<file path="src/rtl/wash_sequencer_if.sv">
// wash_sequencer_if: groups the time-base/control inputs and the status,
// actuator and display outputs of the wash program controller.
// Signal semantics: TICK is a one-CP-wide strobe, every high cycle counts
// as one time step. START, DOOR and PAUSE are levels sampled on each rising CP.
// All outputs are registered and change only just after a rising CP.
interface wash_sequencer_if;
  logic       TICK;
  logic       START;
  logic       DOOR;
  logic       PAUSE;
  logic [2:0] STATE;
  logic       VALVE;
  logic       MOTOR;
  logic       PUMP;
  logic       SPIN;
  logic       BUZZ;
  logic       BUSY;
  logic       PAUSED;
  logic [3:0] TENS;
  logic [3:0] UNITS;

  // Driver side: the environment that issues commands and watches status.
  modport master (
    output TICK, START, DOOR, PAUSE,
    input  STATE, VALVE, MOTOR, PUMP, SPIN, BUZZ, BUSY, PAUSED, TENS, UNITS
  );

  // Controller side.
  modport slave (
    input  TICK, START, DOOR, PAUSE,
    output STATE, VALVE, MOTOR, PUMP, SPIN, BUZZ, BUSY, PAUSED, TENS, UNITS
  );
endinterface

</file>
<file path="src/rtl/wash_sequencer.sv">
// wash_sequencer: steps FILL, WASH, DRAIN1, RINSE, DRAIN2, SPINS, DONE with a
// two-digit BCD down-counter clocked by TICK, and drives the actuator enables
// and the remaining-time display digits.
// Optional feature macro: WASH_PAUSE_EN. When it is defined, PAUSE freezes the
// program just like an open door. When it is undefined, PAUSE is ignored.
// The current FSM state is exposed on bus.STATE.
module wash_sequencer #(
  parameter logic [7:0] T_FILL  = 8'h05,
  parameter logic [7:0] T_WASH  = 8'h20,
  parameter logic [7:0] T_DRAIN = 8'h05,
  parameter logic [7:0] T_RINSE = 8'h10,
  parameter logic [7:0] T_SPIN  = 8'h15,
  parameter logic [7:0] T_BUZZ  = 8'h03
) (
  input  logic               CP,
  input  logic               CR,
  wash_sequencer_if.slave    bus
);

  typedef enum logic [2:0] {
    S_IDLE   = 3'd0,
    S_FILL   = 3'd1,
    S_WASH   = 3'd2,
    S_DRAIN1 = 3'd3,
    S_RINSE  = 3'd4,
    S_DRAIN2 = 3'd5,
    S_SPINS  = 3'd6,
    S_DONE   = 3'd7
  } state_t;

  // A zero duration or any non-BCD digit would never reach 01 cleanly, so
  // such values are replaced by the shortest legal phase, 01.
  function automatic logic [7:0] clamp_dur(input logic [7:0] d);
    if (d[7:4] > 4'd9 || d[3:0] > 4'd9 || d == 8'h00) return 8'h01;
    return d;
  endfunction

  localparam logic [7:0] D_FILL  = clamp_dur(T_FILL);
  localparam logic [7:0] D_WASH  = clamp_dur(T_WASH);
  localparam logic [7:0] D_DRAIN = clamp_dur(T_DRAIN);
  localparam logic [7:0] D_RINSE = clamp_dur(T_RINSE);
  localparam logic [7:0] D_SPIN  = clamp_dur(T_SPIN);
  localparam logic [7:0] D_BUZZ  = clamp_dur(T_BUZZ);

  // Duration loaded on entry to each phase.
  function automatic logic [7:0] dur_of(input state_t s);
    logic [7:0] d;
    case (s)
      S_FILL:             d = D_FILL;
      S_WASH:             d = D_WASH;
      S_DRAIN1, S_DRAIN2: d = D_DRAIN;
      S_RINSE:            d = D_RINSE;
      S_SPINS:            d = D_SPIN;
      S_DONE:             d = D_BUZZ;
      default:            d = 8'h00;
    endcase
    return d;
  endfunction

  // Two-digit BCD decrement; x0 borrows into the tens digit.
  function automatic logic [7:0] bcd_dec(input logic [7:0] v);
    if (v[3:0] == 4'd0) return {v[7:4] - 4'd1, 4'd9};
    return {v[7:4], v[3:0] - 4'd1};
  endfunction

  state_t     state_q, state_d;
  state_t     next_phase;
  logic [7:0] cnt_q, cnt_d;
  logic       paused_q, paused_d;
  logic       busy_q, busy_d;
  logic       valve_q, valve_d;
  logic       motor_q, motor_d;
  logic       pump_q, pump_d;
  logic       spin_q, spin_d;
  logic       buzz_q, buzz_d;
  logic       hold_req;
  logic       phase_end;

  // Freeze request: the door interlock always, PAUSE only when enabled.
`ifdef WASH_PAUSE_EN
  assign hold_req = bus.DOOR | bus.PAUSE;
`else
  // PAUSE is part of the bus but has no function in this build.
  logic unused_pause;
  assign unused_pause = bus.PAUSE;
  assign hold_req     = bus.DOOR;
`endif

  // A counter of 00 while busy is treated as 01 so the program cannot stall.
  assign phase_end  = (cnt_q == 8'h01) || (cnt_q == 8'h00);
  assign next_phase = state_t'(state_q + 3'd1);

  // Next-state, timer, freeze and actuator decode; outputs come from flops.
  always_comb begin
    state_d  = state_q;
    cnt_d    = cnt_q;
    paused_d = 1'b0;
    busy_d   = 1'b0;
    valve_d  = 1'b0;
    motor_d  = 1'b0;
    pump_d   = 1'b0;
    spin_d   = 1'b0;
    buzz_d   = 1'b0;

    if (state_q == S_IDLE) begin
      // A TICK in the accepting cycle is not counted.
      if (bus.START && !bus.DOOR) begin
        state_d = S_FILL;
        cnt_d   = D_FILL;
      end
    end else if (bus.TICK && !paused_q) begin
      // Freezing uses the registered PAUSED, so a TICK in the cycle the door
      // opens still counts, and one in the cycle it closes does not.
      if (phase_end) begin
        if (state_q == S_DONE) begin
          state_d = S_IDLE;
          cnt_d   = 8'h00;
        end else begin
          state_d = next_phase;
          cnt_d   = dur_of(next_phase);
        end
      end else begin
        cnt_d = bcd_dec(cnt_q);
      end
    end

    busy_d   = (state_d != S_IDLE);
    paused_d = busy_d && hold_req;

    if (!paused_d) begin
      case (state_d)
        S_FILL:   valve_d = 1'b1;
        S_WASH:   motor_d = 1'b1;
        S_DRAIN1: pump_d  = 1'b1;
        S_RINSE: begin
          valve_d = 1'b1;
          motor_d = 1'b1;
        end
        S_DRAIN2: pump_d  = 1'b1;
        S_SPINS: begin
          pump_d = 1'b1;
          spin_d = 1'b1;
        end
        S_DONE:   buzz_d  = 1'b1;
        default:  ;
      endcase
    end
  end

  // State register with synchronous reset that overrides every other input.
  always_ff @(posedge CP) begin
    if (CR) begin
      state_q  <= S_IDLE;
      cnt_q    <= 8'h00;
      paused_q <= 1'b0;
      busy_q   <= 1'b0;
      valve_q  <= 1'b0;
      motor_q  <= 1'b0;
      pump_q   <= 1'b0;
      spin_q   <= 1'b0;
      buzz_q   <= 1'b0;
    end else begin
      state_q  <= state_d;
      cnt_q    <= cnt_d;
      paused_q <= paused_d;
      busy_q   <= busy_d;
      valve_q  <= valve_d;
      motor_q  <= motor_d;
      pump_q   <= pump_d;
      spin_q   <= spin_d;
      buzz_q   <= buzz_d;
    end
  end

  assign bus.STATE  = state_q;
  assign bus.TENS   = cnt_q[7:4];
  assign bus.UNITS  = cnt_q[3:0];
  assign bus.BUSY   = busy_q;
  assign bus.PAUSED = paused_q;
  assign bus.VALVE  = valve_q;
  assign bus.MOTOR  = motor_q;
  assign bus.PUMP   = pump_q;
  assign bus.SPIN   = spin_q;
  assign bus.BUZZ   = buzz_q;

endmodule

</file>
<file path="src/flat_wrapper.sv">
// flat-port wrapper written by rule: the top's interface ports become plain ports
module wash_sequencer_flat 
#(
  parameter logic [7:0] T_FILL  = 8'h05,
  parameter logic [7:0] T_WASH  = 8'h20,
  parameter logic [7:0] T_DRAIN = 8'h05,
  parameter logic [7:0] T_RINSE = 8'h10,
  parameter logic [7:0] T_SPIN  = 8'h15,
  parameter logic [7:0] T_BUZZ  = 8'h03
)
  (CP, CR, bus_TICK, bus_START, bus_DOOR, bus_PAUSE, bus_STATE, bus_VALVE, bus_MOTOR, bus_PUMP, bus_SPIN, bus_BUZZ, bus_BUSY, bus_PAUSED, bus_TENS, bus_UNITS);
  wash_sequencer_if bus_i ();
  input  logic CP;
  input  logic CR;
  input wire logic [$bits(bus_i.TICK)-1:0] bus_TICK;
  input wire logic [$bits(bus_i.START)-1:0] bus_START;
  input wire logic [$bits(bus_i.DOOR)-1:0] bus_DOOR;
  input wire logic [$bits(bus_i.PAUSE)-1:0] bus_PAUSE;
  output wire logic [$bits(bus_i.STATE)-1:0] bus_STATE;
  output wire logic [$bits(bus_i.VALVE)-1:0] bus_VALVE;
  output wire logic [$bits(bus_i.MOTOR)-1:0] bus_MOTOR;
  output wire logic [$bits(bus_i.PUMP)-1:0] bus_PUMP;
  output wire logic [$bits(bus_i.SPIN)-1:0] bus_SPIN;
  output wire logic [$bits(bus_i.BUZZ)-1:0] bus_BUZZ;
  output wire logic [$bits(bus_i.BUSY)-1:0] bus_BUSY;
  output wire logic [$bits(bus_i.PAUSED)-1:0] bus_PAUSED;
  output wire logic [$bits(bus_i.TENS)-1:0] bus_TENS;
  output wire logic [$bits(bus_i.UNITS)-1:0] bus_UNITS;
  assign bus_i.TICK = bus_TICK;
  assign bus_i.START = bus_START;
  assign bus_i.DOOR = bus_DOOR;
  assign bus_i.PAUSE = bus_PAUSE;
  assign bus_STATE = bus_i.STATE;
  assign bus_VALVE = bus_i.VALVE;
  assign bus_MOTOR = bus_i.MOTOR;
  assign bus_PUMP = bus_i.PUMP;
  assign bus_SPIN = bus_i.SPIN;
  assign bus_BUZZ = bus_i.BUZZ;
  assign bus_BUSY = bus_i.BUSY;
  assign bus_PAUSED = bus_i.PAUSED;
  assign bus_TENS = bus_i.TENS;
  assign bus_UNITS = bus_i.UNITS;
  wash_sequencer #(.T_FILL(T_FILL), .T_WASH(T_WASH), .T_DRAIN(T_DRAIN), .T_RINSE(T_RINSE), .T_SPIN(T_SPIN), .T_BUZZ(T_BUZZ)) u_core (.CP(CP), .CR(CR), .bus(bus_i));
endmodule
</file>
<file path="config.mk">
export PLATFORM = sky130hd
export DESIGN_NAME = wash_sequencer_flat
export DESIGN_NICKNAME = d
export VERILOG_FILES = /design/src/rtl/wash_sequencer_if.sv /design/src/rtl/wash_sequencer.sv /design/src/flat_wrapper.sv
export SDC_FILE = /design/constraint.sdc
export NUM_CORES = 1
export LEC_CHECK = 0
export ABC_CLOCK_PERIOD_IN_PS = 2600
export BUFFER_PORTS_ARGS = -buffer_cell sky130_fd_sc_hd__buf_2
export CAP_MARGIN = 0
export CORE_MARGIN = 2
export CORE_UTILIZATION = 35
export CTS_BUF_LIST = sky130_fd_sc_hd__clkbuf_4 sky130_fd_sc_hd__clkbuf_8 sky130_fd_sc_hd__clkbuf_16
export DETAILED_ROUTE_END_ITERATION = 8
export PLACE_DENSITY = 0.55
export SYNTH_ARGS = -nofsm -noshare
export SYNTH_HDL_FRONTEND = slang
export SYNTH_SLANG_ARGS = --single-unit
</file>
<file path="constraint.sdc">
create_clock -name CP -period 2.6 [get_ports CP]
set_input_delay 0.39 -clock CP [delete_from_list [all_inputs] [get_ports CP]]
set_output_delay 0.39 -clock CP [all_outputs]
set_load 0.05 [all_outputs]
</file>
==> flow_summary.ini <==
[timing]
post-route-period-util = 0.9507
rsz0062_at_grt = no
fin_skew_ns = 0.004803
tightest_slew_ns = 0.4835
clock.fmax_mhz = 404.6
fin_setup_tns_ns = 0
maxSlewViolCount = 0
max_slew_margin = 0.6732
period_needed_ns = 2.472
setup_viol = 0
hold_viol = 0

[drt]
vias = 961
wire_per_inst_um = 12.99
route.detailed.drc = 0
firstDrtPassIters = 4
drt_iter0_markers = 17
finalWirelength_um = 2300
drt-vias-per-instance = 5.429
ant_nets = 0

[synth]
synth_area_leaders = dfxtp_1 35%, ha_1 9.7%, nor2_1 4.8%, o21ai_0 3.4%, inv_1 3.3%
ys_seq_area_frac = 0.3508
syn_nets = 133
synth_top_area_cell = dfxtp_1
yosysWarnings = 0
synth-seq-cells = 18
ys_types = 39
synth_top_area_frac = 0.3508
syn_avg_cell_area_um2 = 8.632
synthCells = 119
syn_area_um2 = 1027

[critical_path]
crit_path_start_kind = register
critPathTopFamily = simple AND/OR/NAND/NOR gates
cp.arrival_ns = 2.67
end_kind = register
path_common_cell = and3_1
worst-path-buf-inv = 1
path_cells = inv_1, ha_1, or4b_4, or2_1, or4_4, and3_1, xnor2_1, and3_1
required_ns = 2.80
cpMaxStageDelayCell = or4b_4
crit_fanout = 5
path_class = reg2reg
slowest_delay_ns = 0.48

[floorplan]
start_util = 0.3693
core_area_um2 = 2781
io_pins = 24
rows = 19
die_h_um = 58.18
fp.dieW_um = 58.18
fp.dieArea_um2 = 3384

[global_route]
grt-busiest-layer = met2
met1_usage = 0.2148
grt_max_degree = 16
grt_overflow = 0
met3_usage = 0.03348
grt_pass1_wl_um = 4036
grt_use_total = 0.1542
gr-usage-met2 = 0.2224
first_global_vias = 886
antenna_found_initial = 0

[hold_path]
min_path_type = in2reg

[finish]
syn_to_final_growth_pct = 19.37
nNetsFinal = 161
n_antenna_cell = 0
drive_gt1_frac = 0.2808

[run_status]
status = finished, final reports clean

[clocking]
cts_tree = done
cts_buffers = 3
clkTransAtPathRegs_ns = 0.10
hold_buffers = 0
cts_sinks = 18
post_cts_resized = 0
postCtsSetupBuffers = 0
clock_latency_ns = 0.29
htree_num_levels = 1
cts-root-buf = clkbuf_4
clockBufferDepth = 2

[placed_design]
portBuffers = 22
gp_congestion = 0.8575
dp_hpwl_um = 1806

[power_and_ir_drop]
leakage_nw = 0.5308
p_per_area_nw_per_um2 = 717.5
irDropWorstVdd_mv = 0.3593
p_total_w = 0.0008798

[run]
max-cap-violations = 0
## registers in the layout (all words and copies together) (netlist names)
| register | count |
|---|---|
| u_core.cnt_q | 8 |
| u_core.bus.STATE | 3 |
| u_core.bus.BUSY | 1 |
| u_core.bus.BUZZ | 1 |
| u_core.bus.MOTOR | 1 |
| u_core.bus.PAUSED | 1 |
| u_core.bus.PUMP | 1 |
| u_core.bus.SPIN | 1 |
| u_core.bus.VALVE | 1 |
## placed cells by master (no fill, tap or decap), types with 5 or more instances in the layout
cell type and instances:
nor2_1 13, o21ai_0 7, ha_1 8, inv_1 9
nand3_1 5, dfxtp_1 15, buf_2 22
## final timing paths
| path | from | endpoint | slack, ns | cells past startpoint |
|---|---|---|---|---|
| worst max-delay path | u_core.cnt_q[4] | u_core.bus.VALVE | 0.13 | 8 |
| worst min-delay path | bus_DOOR | u_core.bus.BUZZ | 0.32 | 2 |
| worst max register to register | u_core.cnt_q[4] | u_core.bus.VALVE | 0.13 | 8 |
| worst min register to register | u_core.cnt_q[5] | u_core.cnt_q[5] | 0.48 | 2 |
## layout make-up
class / instances / area (um2)
timing repair buffer: 26 / 140.1
fill: 298 / 1555
multi-input combinational: 89 / 613.1
tap: 31 / 38.79
inverter: 9 / 33.78
clock buffer: 4 / 36.28
sequential: 18 / 364.1
## power by group
| group | internal, W | switching, W | leakage (nW) |
|---|---|---|---|
| logic | 0.000136 | 0.000246 | 0.362 |
| clock network | 0.0000853 | 0.0000872 | 0.0210 |
| registers | 0.000301 | 0.0000239 | 0.148 |
| total | 0.000522 | 0.000357 | 0.531 |
## metal layers
layer  share of wire  up-vias
met1            0.51      454
met4           0.011        0
met2            0.44       16
met5               0        -
li1                -      487
met3           0.037        4
## metrics by stage
step	util	setup WS (ns)	hold WS, ns	cell area, um2	instances
global route	0.4408	0.03116	0.3210	1226	177
global placement	0.4256	0.1896	0.4600	1184	173
floorplan	-	0.02209	0.4600	1031	119
finish	0.4408	0.1281	0.3230	1226	177
CTS	0.4386	0.1489	0.3121	1220	177
detailed placement	0.4256	0.1699	0.4602	1184	173
## cell usage after synthesis (all sizes together)
master   n
dfxtp   18
nor2    13
inv      9
ha       8
o21ai    8
nand3    5
a211oi   4
a21oi    4
nand2    4
nor3     4
and3     3
nor2b    3
nor4     3
a22oi    2
a31o     2
a31oi    2
and2     2
buf      2
nand2b   2
nor4b    2
o211ai   2
o21bai   2
xnor2    2
a311oi   1
and2b    1
clkbuf   1
mux2i    1
nand3b   1
nand4    1
nor4bb   1
o31ai    1
o32a     1
or2      1
or3b     1
or4      1
or4b     1
## cells by family after synthesis
| kind of cell | share of synthesized area |
|---|---|
| multiplexers | 0.009745 |
| adder cells (fa/ha/maj) | 0.09745 |
| AND/OR/NAND/NOR | 0.2728 |
| XOR/XNOR | 0.01706 |
| AO/OA/AOI/OAI | 0.1937 |
| flip-flops | 0.3508 |
| buffers and inverters | 0.05846 |
## worst reg2reg max path, stage by stage, from the launching register on
cell	delay, ns
dfxtp_2	0.34
inv_1	0.07
ha_1	0.18
or4b_4	0.48
or2_1	0.31
or4_4	0.43
and3_1	0.27
xnor2_1	0.14
and3_1	0.16
(Power assumes the default switching activity.)
